`config.mk`:
```
export PLATFORM = sky130hd
export DESIGN_NAME = rio_initiator
export DESIGN_NICKNAME = d
export VERILOG_FILES = /design/src/rtl/rio_pkg.sv /design/src/rtl/rio_bit_timer.sv /design/src/rtl/rio_initiator.sv
export SDC_FILE = /design/constraint.sdc
export NUM_CORES = 1
export LEC_CHECK = 0
export ABC_AREA = 1
export CORE_MARGIN = 3
export CORE_UTILIZATION = 34
export CTS_CLUSTER_SIZE = 30
export DETAILED_ROUTE_END_ITERATION = 7
export GPL_ROUTABILITY_DRIVEN = 0
export PLACE_DENSITY = 0.52
export SYNTH_ARGS = -nofsm -noshare
export SYNTH_HDL_FRONTEND = slang
export SYNTH_HIERARCHICAL = 1
export SYNTH_SLANG_ARGS = --single-unit
export TNS_END_PERCENT = 10
```
`constraint.sdc`:
```
create_clock -name clock -period 5.15 [get_ports clock]
set_clock_uncertainty 0.2 [all_clocks]
set_input_delay 0.515 -clock clock [delete_from_list [all_inputs] [get_ports clock]]
set_output_delay 0.515 -clock clock [all_outputs]
set_load 0.1 [all_outputs]
```
`src/rtl/rio_pkg.sv`:
```
// rio_pkg: shared state encoding and frame geometry for the RIO serial initiator
package rio_pkg;
  typedef enum logic [2:0] {
    ST_IDLE,
    ST_START,
    ST_CMD,
    ST_WDATA,
    ST_TA,
    ST_RDATA,
    ST_END
  } state_e;
  localparam int unsigned DATA_BITS     = 8;
  localparam int unsigned WR_FRAME_BITS = 18;
  localparam int unsigned RD_FRAME_BITS = 19;
endpackage

```
`src/rtl/rio_bit_timer.sv`:
```
// rio_bit_timer: half-period tick, end-of-bit strobe and clock_target generation
//   clock, reset_n  : clock and asynchronous active-low reset
//   start_i         : begin a frame; first bit period starts next cycle with clock_target low
//   stop_i          : end the frame; clock_target returns to its idle-high level
//   eob_o           : high on the last clock cycle of every bit period
//   clock_target_o  : serial clock, low for the first CLKDIV cycles of a bit, high for the rest
module rio_bit_timer #(
  parameter int unsigned CLKDIV = 2
) (
  input  logic clock,
  input  logic reset_n,
  input  logic start_i,
  input  logic stop_i,
  output logic eob_o,
  output logic clock_target_o
);
  logic       active_q;
  logic       phase_q;
  logic       clk_q;
  logic [7:0] hcnt_q;
  logic       tick;
  assign tick           = active_q && (hcnt_q == 8'(CLKDIV - 1));
  assign eob_o          = tick && phase_q;
  assign clock_target_o = clk_q;
  always_ff @(posedge clock or negedge reset_n) begin
    if (!reset_n) begin
      active_q <= 1'b0;
      phase_q  <= 1'b0;
      clk_q    <= 1'b1;
      hcnt_q   <= 8'd0;
    end else if (start_i) begin
      active_q <= 1'b1;
      phase_q  <= 1'b0;
      clk_q    <= 1'b0;
      hcnt_q   <= 8'd0;
    end else if (stop_i) begin
      active_q <= 1'b0;
      phase_q  <= 1'b0;
      clk_q    <= 1'b1;
      hcnt_q   <= 8'd0;
    end else if (active_q) begin
      hcnt_q <= tick ? 8'd0 : hcnt_q + 8'd1;
      // clock_target follows the phase: low half then high half of each bit
      if (tick) begin
        phase_q <= !phase_q;
        clk_q   <= !phase_q;
      end
    end
  end
endmodule

```
`src/rtl/rio_initiator.sv`:
```
// rio_initiator: host-side engine for the RIO 3-wire register bus (clock_target + shared sdio)
//   clock, reset_n                         : clock and asynchronous active-low reset
//   req_valid/req_ready                    : request handshake, ready only while idle
//   req_write, req_addr, req_wdata         : captured on accept
//   rsp_valid, rsp_rdata                   : one-cycle pulse and held data when a read completes
//   clock_target                           : serial clock, idles high
//   sdio_o, sdio_oe, sdio_i                : split tristate of the pulled-up sdio line
module rio_initiator
  import rio_pkg::*;
#(
  parameter int unsigned CLKDIV = 2
) (
  input  logic       clock,
  input  logic       reset_n,
  input  logic       req_valid,
  output logic       req_ready,
  input  logic       req_write,
  input  logic [6:0] req_addr,
  input  logic [7:0] req_wdata,
  output logic       rsp_valid,
  output logic [7:0] rsp_rdata,
  output logic       clock_target,
  output logic       sdio_o,
  output logic       sdio_oe,
  input  logic       sdio_i
);
  state_e      state_q;
  logic [2:0]  bit_q;
  logic        write_q;
  logic [15:0] tx_q;
  logic [7:0]  rx_q;
  logic        req_ready_q;
  logic        rsp_valid_q;
  logic [7:0]  rsp_rdata_q;
  logic        sdio_o_q;
  logic        sdio_oe_q;
  logic        eob;
  logic        accept;
  logic        last_bit;
  logic        frame_end;
  assign accept    = req_valid && req_ready_q;
  assign last_bit  = bit_q == 3'(DATA_BITS - 1);
  assign frame_end = (state_q == ST_END) && eob;
  assign req_ready = req_ready_q;
  assign rsp_valid = rsp_valid_q;
  assign rsp_rdata = rsp_rdata_q;
  assign sdio_o    = sdio_o_q;
  assign sdio_oe   = sdio_oe_q;
  rio_bit_timer #(.CLKDIV(CLKDIV)) u_timer (
    .clock         (clock),
    .reset_n       (reset_n),
    .start_i       (accept),
    .stop_i        (frame_end),
    .eob_o         (eob),
    .clock_target_o(clock_target)
  );
  // sdio_o only changes on an end-of-bit edge (start of the next bit), so the
  // target always sees stable data across the rising edge of clock_target.
  // tx_q holds {rw, addr, wdata} and is shifted out MSB first.
  always_ff @(posedge clock or negedge reset_n) begin
    if (!reset_n) begin
      state_q     <= ST_IDLE;
      bit_q       <= 3'd0;
      write_q     <= 1'b0;
      tx_q        <= 16'd0;
      rx_q        <= 8'd0;
      req_ready_q <= 1'b1;
      rsp_valid_q <= 1'b0;
      rsp_rdata_q <= 8'h00;
      sdio_o_q    <= 1'b1;
      sdio_oe_q   <= 1'b0;
    end else begin
      rsp_valid_q <= 1'b0;
      case (state_q)
        ST_IDLE: if (accept) begin
          state_q     <= ST_START;
          req_ready_q <= 1'b0;
          write_q     <= req_write;
          tx_q        <= {req_write, req_addr, req_wdata};
          sdio_o_q    <= 1'b0;
          sdio_oe_q   <= 1'b1;
        end
        ST_START: if (eob) begin
          state_q  <= ST_CMD;
          sdio_o_q <= tx_q[15];
          tx_q     <= tx_q << 1;
        end
        ST_CMD: if (eob) begin
          bit_q     <= bit_q + 3'd1;
          tx_q      <= tx_q << 1;
          sdio_o_q  <= (last_bit && !write_q) ? 1'b1 : tx_q[15];
          sdio_oe_q <= !(last_bit && !write_q);
          if (last_bit) state_q <= write_q ? ST_WDATA : ST_TA;
        end
        ST_WDATA: if (eob) begin
          bit_q     <= bit_q + 3'd1;
          tx_q      <= tx_q << 1;
          sdio_o_q  <= last_bit ? 1'b1 : tx_q[15];
          sdio_oe_q <= !last_bit;
          if (last_bit) state_q <= ST_END;
        end
        ST_TA: if (eob) state_q <= ST_RDATA;
        ST_RDATA: if (eob) begin
          bit_q <= bit_q + 3'd1;
          rx_q  <= {rx_q[6:0], sdio_i};
          if (last_bit) state_q <= ST_END;
        end
        ST_END: if (eob) begin
          state_q     <= ST_IDLE;
          req_ready_q <= 1'b1;
          rsp_valid_q <= !write_q;
          if (!write_q) rsp_rdata_q <= rx_q;
        end
        default: state_q <= ST_IDLE;
      endcase
    end
  end
endmodule

```
# Yosys cells after proc, flatten, opt, wreduce, memory -nomap -nowiden
# Index checks and enable logic that the tools add are counted.
[word_totals]
register_bits = 54
[op_classes]
add_sub_neg = 2
n_reduce_logical = 30
bitwise_logic = 1
muxes = 40
n_eq_ne = 18
[ops]
columns = ["op", "n"]
rows = [
  ["16-bit 2-to-1 mux", 2],
  ["8-bit 2-to-1 mux", 4],
  ["16-bit case mux with 2 select lines", 1],
  ["3-bit 2-to-1 mux", 9],
  ["1-bit 2-to-1 mux", 20],
  ["3-bit case mux with 6 select lines", 1],
  ["2-bit inequality test, second input constant", 7],
  ["3-bit == test, second input constant", 4],
  ["3-bit AND reduction", 3],
  ["3-bit nonzero test", 3],
  ["8-bit by 1-bit adder with 8-bit output, second input constant", 1],
  ["8-bit by 1-bit == test with 1-bit output, second input constant", 1],
  ["2-bit AND reduction", 4],
  ["8-bit AND reduction", 1],
  ["3-bit by 2-bit == test with 1-bit output, second input constant", 2],
  ["2-bit by 1-bit inequality test with 1-bit output, second input constant", 3],
  ["2-bit nonzero test", 3],
  ["3-bit OR reduction", 2],
  ["1-bit logical AND", 5],
  ["5-bit AND reduction", 1],
  ["1-bit logical NOT", 4],
  ["1-bit case mux with 4 select lines", 1],
  ["4-bit AND reduction", 1],
  ["4-bit nonzero test", 1],
  ["other kinds (7)", 7],
]

# Logic depth before layout (Yosys ltp)
# Gate-level depths: netlist of the first run.
[depth]
word_depth = 6
mapped_depth = 14
ltp_nobuf = 14

# Modules after synthesis
# The synthesis of the first run kept the hierarchy.
[by_module_without_submodules]
columns = ["mod", "n_inst", "area_per_inst_um2", "cells_each"]
rows = [
  ["rio_initiator", 1, 2040.7, 249],
  ["rio_bit_timer", 1, 698.2, 104],
]

# Least setup slack after synthesis of the first run
# Ideal clock, no wire load.
[synth_timing]
kind = "reg-to-reg"
startpoint = "register u_timer.hcnt_q[1]"
endpoint = "register rsp_rdata_q[5] (netlist: rsp_rdata[5])"
arrival_ns = 2.033
path_slack_ns = 2.794
synth_period_minus_slack_ns = 2.356
setup_ns = 0.122
path_stages_with_launch = 13
cell_sequence = "dfrtp_1 > inv_1 > ha_1 > nand2_1 > nor2_1 > nand2_2 > nor2_1 > inv_1 > nor3_2 > nand2_2 > buf_6 > nand2_1 > o21ai_2"
[synth_between]
elab_chain_len = 4
[synth_rtl]
columns = ["item", "line_no", "source"]
rows = [
  ["from (decl)", "rio_bit_timer.sv:20", "logic [7:0] hcnt_q;"],
  ["from (signal assigned)", "rio_bit_timer.sv:42", "hcnt_q <= tick ? 8'd0 : hcnt_q + 8'd1;"],
  ["8-bit by 1-bit == test with 1-bit output", "rio_bit_timer.sv:22", "assign tick = active_q && (hcnt_q == 8'(CLKDIV - 1));"],
  ["1-bit logical AND", "rio_bit_timer.sv:22", ""],
  ["1-bit logical AND", "rio_bit_timer.sv:23", "assign eob_o = tick && phase_q;"],
  ["net eob", "rio_initiator.sv:37", "logic eob;"],
  ["3-bit AND reduction (no source line)", "n/a", ""],
  ["to (signal assigned)", "rio_initiator.sv:112", "if (!write_q) rsp_rdata_q <= rx_q;"],
  ["to (decl)", "rio_initiator.sv:34", "logic [7:0] rsp_rdata_q;"],
]
# The timed path passes the listed nets, and every way through them passes these cells.
# A chain may end at the register's enable or synchronous reset.

# Final worst setup path of the first run
[layout_timing]
startpoint = "register req_ready_q (netlist: req_ready)"
endpoint = "output port req_ready"
[layout_rtl]
columns = ["item", "line_no", "source"]
rows = [
  ["from (decl)", "rio_initiator.sv:32", "logic req_ready_q;"],
  ["from (signal assigned)", "rio_initiator.sv:67", "req_ready_q <= 1'b1;"],
  ["from (signal assigned)", "rio_initiator.sv:77", "req_ready_q <= 1'b0;"],
  ["from (signal assigned)", "rio_initiator.sv:110", "req_ready_q <= 1'b1;"],
  ["to (decl)", "rio_initiator.sv:16", "output logic req_ready,"],
]
# No word-level cell between the ends.

==> impl_metrics.yaml, run 1 <==
detailed_routing:
  wl_per_cell_um: 11.0
  routed_wl_mm: 5.36
  first_iter_violations: 99
  first_pass_iters: 4
  drc: 0
  num_vias: 2169
  ant_nets: 0
  routed_via_density: 4.45
setup_path:
  critical-path-top-delay-family: "buffers and inverters"
  crit_type: "flop to primary output"
  worst_path_max_delay_cell: "clkdlybuf4s50_1"
  arrival_ns: 2.01
  end_kind: "primary output"
  crit_fanout: 3
  worstPathBufferInverterCount: 1
  required_ns: 4.43
  start_kind: "flop"
  critical_path.cell_chain: "clkdlybuf4s50_1"
  slowest_delay_ns: 1.13
clock_network:
  cts.clk_slew.worst_paths_ns: 0.09
  postCtsSetupBuffers: 0
  cts.path.max_buffers: 2
  cts_hold_buffers: 0
  cts_resized: 0
  clk_latency_ns: 0.31
  cts_tree: "built"
  cts_buffers: 5
  h-tree-depth: 2
  cts-root-buf: "clkbuf_8"
  cts.sinks: 54
pwr:
  peakVddDrop_mv: 0.193
  power_density_nw_per_um2: 510
  leakagePower_nw: 1.57
timing:
  drv_slew: 0
  tightest_slew_ns: 0.978
  rsz0062_at_grt: "false"
  finalSetupViolCount: 0
  fin_tns_setup_ns: 0
  fin_crit_ns: 2.72
  slew_headroom_pct: 34.6
  fin_ws_ns: 2.43
  hold_viol: 0
  hold-worst-slack_ns: 0.113
  fmax_mhz: 367
  period_share_pct: 52.9
layout:
  mostFrequentLayoutCells: "nand2_1, dfrtp_1, inv_1"
  antenna_cells: 0
  multiInputGateArea_um2: 1130
  final-seq-area_um2: 1360
  drive_gt1_share_pct: 9.35
  nets: 408
  syn2layout_area_growth_pct: 18.0
  fillers: 830
  final_common_cell: "nand2_1"
floorplan:
  die_w_um: 95.8
  start_util_pct: 35.3
  die_area_um2: 9170
  core-area_um2: 7770
  rows: 32
  io_pins: 33
  die_y_um: 95.8
yosys:
  ys_warn_count: 6
  syn-num-nets: 377
  synthCells: 353
  syn_area_per_cell_um2: 7.76
  synth.distinct_cells: 24
  synth_area_um2: 2740
  yosysSeqAreaShare_pct: 49.5
  yosys_register_bits: 54
grt:
  use_met3_pct: 3.05
  grt.busiest_layer: "met2"
  grtUsageMet1_pct: 17.4
  gr-total-overflow: 0
  track_usage_pct: 12.9
  grt_pass1_wl_mm: 9.32
  antenna_found_initial: 0
  gr-usage-met2_pct: 20.6
  grt_max_degree: 55
  grt_pass1_vias: 2030
worst_hold_path:
  hp-class: "input pin to asynchronous set/reset pin"
outcome:
  status: "complete, no violations"
placed_design:
  dp_hpwl_mm: 3.84
  io_buffers: 32
  pre_cts_ws_ns: 2.52
flow_run:
  maxCapViolCount: 0
==> sequential cells by signal, summed over array words and instances (netlist names) <==
name	flops
rx_q	8
sdio_o	1
u_timer/active_q	1
u_timer/clock_target_o	1
rsp_rdata	8
sdio_oe	1
req_ready	1
write_q	1
tx_q	16
state_q	3
u_timer/hcnt_q	8
u_timer/phase_q	1
rsp_valid	1
bit_q	3
==> synthesized netlist by cell type (all sizes together) <==
cell / n / area, um2
a21oi: 4 / 23.8
buf: 8 / 61.3
clkbuf: 1 / 3.75
dfrtp: 51 / 1280
dfstp: 3 / 78.8
ha: 4 / 50.1
inv: 51 / 191
nand2: 130 / 510
nand3: 16 / 80.1
nand4: 2 / 12.5
nor2: 31 / 144
nor3: 1 / 10.0
o21ai: 50 / 288
xnor2: 1 / 8.76
==> power by group <==
group          switching, W  internal (W)
clock              0.000134      0.000146
combinational      0.000504      0.000220
sequential        0.0000827      0.000561
total              0.000721      0.000927
==> per-stage QoR <==
stage	power [W]	instance area, um2	utilization [%]	instances
floorplan	0.00123	2740	-	353
global placement	0.00138	3120	40.2	479
detailed placement	0.00139	3120	40.2	479
CTS	0.00168	3230	41.6	487
global route	0.00180	3230	41.6	487
finish	0.00165	3230	41.6	487
==> area by class of cell <==
class / count / share of cell area, %
Timing Repair Buffer: 33 / 9.99
Clock buffer: 7 / 2.36
Clock inverter: 1 / 0.930
Sequential cell: 54 / 41.9
Multi-Input combinational cell: 239 / 34.9
Inverter: 51 / 5.93
Tap cell: 102 / 3.95
==> path summary, 6_finish.rpt <==
path,slack (ns),depth (start not counted),to,startpoint
worst max-delay path,2.43,1,req_ready,req_ready
worst min-delay path,0.11,2,u_timer/hcnt_q[5],reset_n
worst max register to register,2.54,12,rsp_rdata[7],u_timer/hcnt_q[1]
worst min register to register,0.29,2,rx_q[1],rx_q[1]
max in group asynchronous,4.16,2,rsp_valid,reset_n
min in group clock,0.29,2,rx_q[1],rx_q[1]
==> cells by family after synthesis <==
kind of cell	share of synthesized area, %
simple gates	27.6
buf+inv	9.36
compound gates	11.4
flops	49.5
fa+ha+maj	1.83
xor+xnor	0.320
==> layer usage <==
| metal | up-vias | part of all wire (%) |
|---|---|---|
| met5 | - | 0 |
| met4 | 0 | 1.1 |
| met3 | 5 | 3.2 |
| met2 | 23 | 46 |
| met1 | 992 | 50 |
| li1 | 1149 | - |
(Power assumes the default switching activity.)
==> run 2, diff against run 1 <==
--- a/config.mk
+++ b/config.mk
@@ -11,7 +11,7 @@
 export CTS_CLUSTER_SIZE = 30
 export DETAILED_ROUTE_END_ITERATION = 7
 export GPL_ROUTABILITY_DRIVEN = 0
-export PLACE_DENSITY = 0.52
+export PLACE_DENSITY = 0.54
 export SYNTH_ARGS = -nofsm -noshare
 export SYNTH_HDL_FRONTEND = slang
 export SYNTH_HIERARCHICAL = 1
==> constraint.sdc (replaced) <==
create_clock -name clock -period 2.42 [get_ports clock]
set_clock_uncertainty 0.2 [all_clocks]
set_input_delay 0.242 -clock clock [delete_from_list [all_inputs] [get_ports clock]]
set_output_delay 0.242 -clock clock [all_outputs]
set_load 0.1 [all_outputs]
==> run 2 against run 1 <==
  * Core utilization up 0.32 points
  * Sequential share of layout area shrank 0.32 points
  * First-iteration DRC count grew 11%
  * Largest cell class unchanged
  * Final cell count grew 1.0%
  * Global-route usage up 0.15 points
  * Sequential cell count did not move
  * Clock power rose by 100%
  * Final area up 0.77%
  * Register-to-register slack got worse by 2.3 ns
  * Clock-buffer cell count is 1 lower
  * Total power increased by 110%
==> impl_metrics.yaml, run 2 (same netlist as run 1, synthesis figures left out) <==
detailed_routing:
  num_vias: 2205
  wl_per_cell_um: 10.9
  ant_nets: 0
  first_pass_iters: 4
  routed_wl_mm: 5.37
  drc: 0
  first_iter_violations: 110
  routed_via_density: 4.48
clock_network:
  postCtsSetupBuffers: 0
  clk_latency_ns: 0.32
  cts_buffers: 5
  h-tree-depth: 2
  cts_tree: "built"
  cts.sinks: 54
  cts-root-buf: "clkbuf_8"
  cts.path.max_buffers: 2
  cts.clk_slew.worst_paths_ns: 0.10
setup_path:
  worst_path_max_delay_cell: "dfrtp_1"
  rrSetupSlack_ns: 0.24
  reg2regPathDepth: 15
  slowest_delay_ns: 0.43
  critical_path.cell_chain: "inv_1 -> ha_1 -> nand2_1 -> nor2_1 -> nand2_2 -> nor2_2 -> inv_2 -> nor3_2 -> buf_4 -> nor2_4 -> nand2_4 -> nand3_1 -> nand2_1 -> nand2_1 -> nor2_2"
  crit_fanout: 9
  crit_type: "flop to flop"
  crit_top_cell: "nand2_1"
  r2r-start: "u_timer/hcnt_q[1]"
  rr_endpoint: "u_timer/hcnt_q[5]"
  start_kind: "flop"
  end_kind: "flop"
  arrival_ns: 2.23
  required_ns: 2.47
layout:
  final_common_cell: "nand2_1"
  fin_util_pct: 41.9
  nets: 413
  multiInputGateArea_um2: 1140
  fillers: 835
  largest_reg_flops: 16
  mostFrequentLayoutCells: "nand2_1, dfrtp_1, inv_1"
  largest_register: "tx_q"
  drive_gt1_share_pct: 14.9
  syn2layout_area_growth_pct: 18.9
  antenna_cells: 0
  final-seq-area_um2: 1360
floorplan:
  die_area_um2: 9170
  io_pins: 33
  core-area_um2: 7770
  die_w_um: 95.8
  die_y_um: 95.8
  start_util_pct: 35.3
  rows: 32
flow_run:
  maxCapViolCount: 0
placed_design:
  dp_hpwl_mm: 3.72
  io_buffers: 32
timing:
  rsz0062_at_grt: "false"
  period_share_pct: 90.3
  drv_slew: 0
  fmax_mhz: 458
  slew_headroom_pct: 54.7
  tightest_slew_ns: 0.680
  finalSetupViolCount: 0
  fin_tns_setup_ns: 0
  fin_crit_ns: 2.18
  hold_viol: 0
grt:
  gr-total-overflow: 0
  grt_max_degree: 55
  track_usage_pct: 13.1
  grt_pass1_vias: 2093
  antenna_found_initial: 0
  grt_pass1_wl_mm: 9.56
pwr:
  peakVddDrop_mv: 0.528
  power_density_nw_per_um2: 1080
  leakagePower_nw: 1.63
worst_hold_path:
  hold_depth: 1
  hp-start: "bit_q[0]"
  holdPathEnd: "bit_q[0]"
  hp-class: "flop to flop"
outcome:
  status: "complete, no violations"
-- run 2: layer usage --
metal | track usage [%] | vias to the layer above | part of all wire, %
met5 | 0 | - | 0
met4 | 4.38 | 0 | 1.7
met3 | 3.13 | 8 | 4.5
met2 | 19.3 | 38 | 43
met1 | 18.7 | 1000 | 51
li1 | - | 1159 | -
-- run 2: how the worst max path moves through the flow --
stage / endpoint / cells after the start / from
finish: u_timer/hcnt_q[5] / 15 / u_timer/hcnt_q[1]
global route: u_timer/hcnt_q[1] / 14 / u_timer/hcnt_q[1]
CTS: rsp_rdata[7] / 13 / u_timer/hcnt_q[1]
detailed placement: rsp_rdata[1] / 12 / u_timer/hcnt_q[1]
global placement: rsp_rdata[3] / 12 / u_timer/hcnt_q[1]
floorplan: rsp_rdata[5] / 12 / u_timer/hcnt_q[1]
-- run 2: area by class of cell --
type / count / share of cell area, %
timing repair buffer: 38 / 10.5
sequential: 54 / 41.6
clock inverter: 2 / 0.500
multi-input combinational: 239 / 35.0
inverter: 51 / 5.88
clock buffer: 6 / 2.54
tap: 102 / 3.92
-- run 2: timing repair --
action                                 in CTS  in global routing
endpoints found under the hold margin      51                  0
resized for setup                           0                  4
hold buffers                                1                  0
setup endpoints to repair                   0                 23
-- run 2: where the power goes --
group | leakage, nW | total, W | switching [W] | internal (W)
clock | 0.0478 | 0.000559 | 0.000322 | 0.000237
combinational | 0.885 | 0.00158 | 0.00109 | 0.000488
sequential | 0.696 | 0.00137 | 0.000177 | 0.00119
total | 1.63 | 0.00351 | 0.00159 | 0.00192
-- run 2: worst max-delay path: cells and delay by family (launching register included) --
family | cells | cell delay, ns
AND/OR/NAND/NOR | 11 | 1.01
flip-flops | 1 | 0.43
adder cells (fa/ha/maj) | 1 | 0.16
buffers and inverters | 3 | 0.32
-- run 2: metrics by stage --
step	cells	hold slack, ns	setup WS, ns	instance area, um2	power (W)
floorplan	353	-0.254	0.0644	2740	0.00262
detailed placement	483	0.224	0.140	3130	0.00297
CTS	492	0.285	0.113	3240	0.00355
global placement	483	0.224	0.222	3130	0.00295
finish	492	0.288	0.236	3260	0.00351
global route	492	0.295	0.0512	3260	0.00385
==> run 3, diff against run 2 <==
--- a/config.mk
+++ b/config.mk
@@ -6,12 +6,13 @@
 export NUM_CORES = 1
 export LEC_CHECK = 0
 export ABC_AREA = 1
+export ABC_CLOCK_PERIOD_IN_PS = 2420
 export CORE_MARGIN = 3
 export CORE_UTILIZATION = 34
 export CTS_CLUSTER_SIZE = 30
 export DETAILED_ROUTE_END_ITERATION = 7
 export GPL_ROUTABILITY_DRIVEN = 0
-export PLACE_DENSITY = 0.54
+export PLACE_DENSITY_LB_ADDON = 0.3
 export SYNTH_ARGS = -nofsm -noshare
 export SYNTH_HDL_FRONTEND = slang
 export SYNTH_HIERARCHICAL = 1
==> run 3 against run 2 <==
  * Global-route usage shrank 0.24 points
  * Fmax shrank 0.68%
  * Final cell count grew 0.41%
  * Largest cell class unchanged
  * Sequential cell count is the same
  * Critical endpoint unchanged
  * Clock power shrank 3%
  * Sequential power is essentially flat
  * Clock-buffer cell count is the same
  * Non-clock buffer count grew 2
  * Register-to-register slack lost 0.02 ns
  * Worst setup slack lost 0.015 ns
==> impl_metrics.yaml, run 3 (same netlist as run 1, synthesis figures left out) <==
detailed_routing:
  routed_via_density: 4.46
  met2_length_mm: 2.33
  first_iter_violations: 159
  ant_nets: 0
  wl_met1_mm: 2.69
  first_pass_iters: 4
  routed_wl_mm: 5.26
  wl_per_cell_um: 10.7
  highest_layer: "met4"
  num_vias: 2203
  dr_wl_met3_um: 203
  drc: 0
layout:
  final-seq-area_um2: 1360
  nets: 415
  drive_gt1_share_pct: 14.8
  layout.cells.non_filler: 494
  antenna_cells: 0
  largest_reg_flops: 16
  final_common_cell: "nand2_1"
  syn2layout_area_growth_pct: 19.9
  largest_register: "tx_q"
  multiInputGateArea_um2: 1140
  fillers: 825
  mostFrequentLayoutCells: "nand2_1, dfrtp_1, inv_1"
timing:
  drv_slew: 0
  period_share_pct: 90.9
  fin_crit_ns: 2.20
  hold-worst-slack_ns: 0.257
  fmax_mhz: 455
  hold_viol: 0
  tightest_slew_ns: 0.612
  rsz0062_at_grt: "false"
  finalSetupViolCount: 0
  fin_tns_setup_ns: 0
  slew_headroom_pct: 59.2
  fin_ws_ns: 0.221
grt:
  grt_max_degree: 34
  grt_pass1_vias: 2061
  grt_pass1_wl_mm: 9.36
  gr-total-overflow: 0
  antenna_found_initial: 0
  track_usage_pct: 12.8
setup_path:
  crit_top_cell: "nand2_1"
  worstPathBufferInverterCount: 2
  slowest_delay_ns: 0.43
  worst_path_max_delay_cell: "dfrtp_1"
  start_kind: "flop"
  critical-path-top-delay-family: "simple AND/OR/NAND/NOR gates"
  critical_path.cell_chain: "inv_1 -> ha_1 -> nand2_1 -> nor2_1 -> nand2_2 -> nor2_1 -> inv_2 -> nor3_4 -> nor2_4 -> nand2_4 -> nand3_1 -> nand2_1 -> nand2_1 -> nor2_2"
  crit_fanout: 9
  crit_type: "flop to flop"
  arrival_ns: 2.26
  required_ns: 2.48
  end_kind: "flop"
flow_run:
  maxCapViolCount: 0
clock_network:
  h-tree-depth: 2
  cts.path.max_buffers: 2
  cts.clk_slew.worst_paths_ns: 0.11
  cts_buffers: 5
  cts-root-buf: "clkbuf_8"
  clk_latency_ns: 0.31
  cts_tree: "built"
  cts.sinks: 54
placed_design:
  pre_cts_ws_ns: -0.0000802
  dp_hpwl_mm: 3.82
  dpl.cell_count: 483
  io_buffers: 32
pwr:
  finalPower_w: 0.00350
  leakagePower_nw: 1.65
  power_density_nw_per_um2: 1070
  peakVddDrop_mv: 0.562
outcome:
  status: "complete, no violations"
floorplan:
  die_y_um: 95.8
  rows: 32
  die_area_um2: 9170
  io_pins: 33
  start_util_pct: 35.3
  core-area_um2: 7770
  die_w_um: 95.8
worst_hold_path:
  hp-class: "input pin to asynchronous set/reset pin"
## run 3: cell types whose count changed in the layout (fill, tap and decap cells not counted), sizes merged
cell and delta:
buf +2, clkinv +2, clkinvlp -1, inv -1
## run 3: repair_timing
item	in CTS	in global routing
setup buffers	0	2
hold buffers	1	0
pin swaps	0	1
endpoints found under the hold margin	22	0
resized for setup	1	2
setup endpoints to repair	7	18
## run 3: worst paths after layout
check | start | end | slack [ns] | cells after the start
worst min register to register | sdio_o | sdio_o | 0.28 | 2
worst min-delay path | reset_n | u_timer/hcnt_q[2] | 0.26 | 2
worst max register to register | u_timer/hcnt_q[1] | u_timer/hcnt_q[5] | 0.22 | 14
max in group asynchronous | reset_n | req_ready | 1.12 | 3
min in group clock | sdio_o | sdio_o | 0.28 | 2
worst max-delay path | u_timer/hcnt_q[1] | u_timer/hcnt_q[5] | 0.22 | 14
## run 3: metal layers
layer,track usage [%],vias up
met5,0,-
met4,3.79,0
met3,2.81,5
met2,20.0,30
met1,17.9,1004
li1,-,1164
## run 3: report_power, final
part | total, W | internal [W] | switching [W]
Sequential | 0.00137 | 0.00119 | 0.000177
Clock | 0.000544 | 0.000236 | 0.000308
Combinational | 0.00159 | 0.000491 | 0.00110
## run 3: metrics by stage
step / cell area, um2 / utilization, %
after floorplan: 2740 / -
after global placement: 3150 / 40.5
after detailed placement: 3150 / 40.5
after CTS: 3260 / 42.0
after global routing: 3280 / 42.3
final: 3280 / 42.3
## run 3: final cells by class
class	instances	area share [%]
Multi-Input combinational cell	239	34.7
Tap cell	102	3.89
Timing Repair Buffer	40	11.3
Clock inverter	2	0.534
Clock buffer	6	2.52
Sequential cell	54	41.3
Inverter	51	5.83
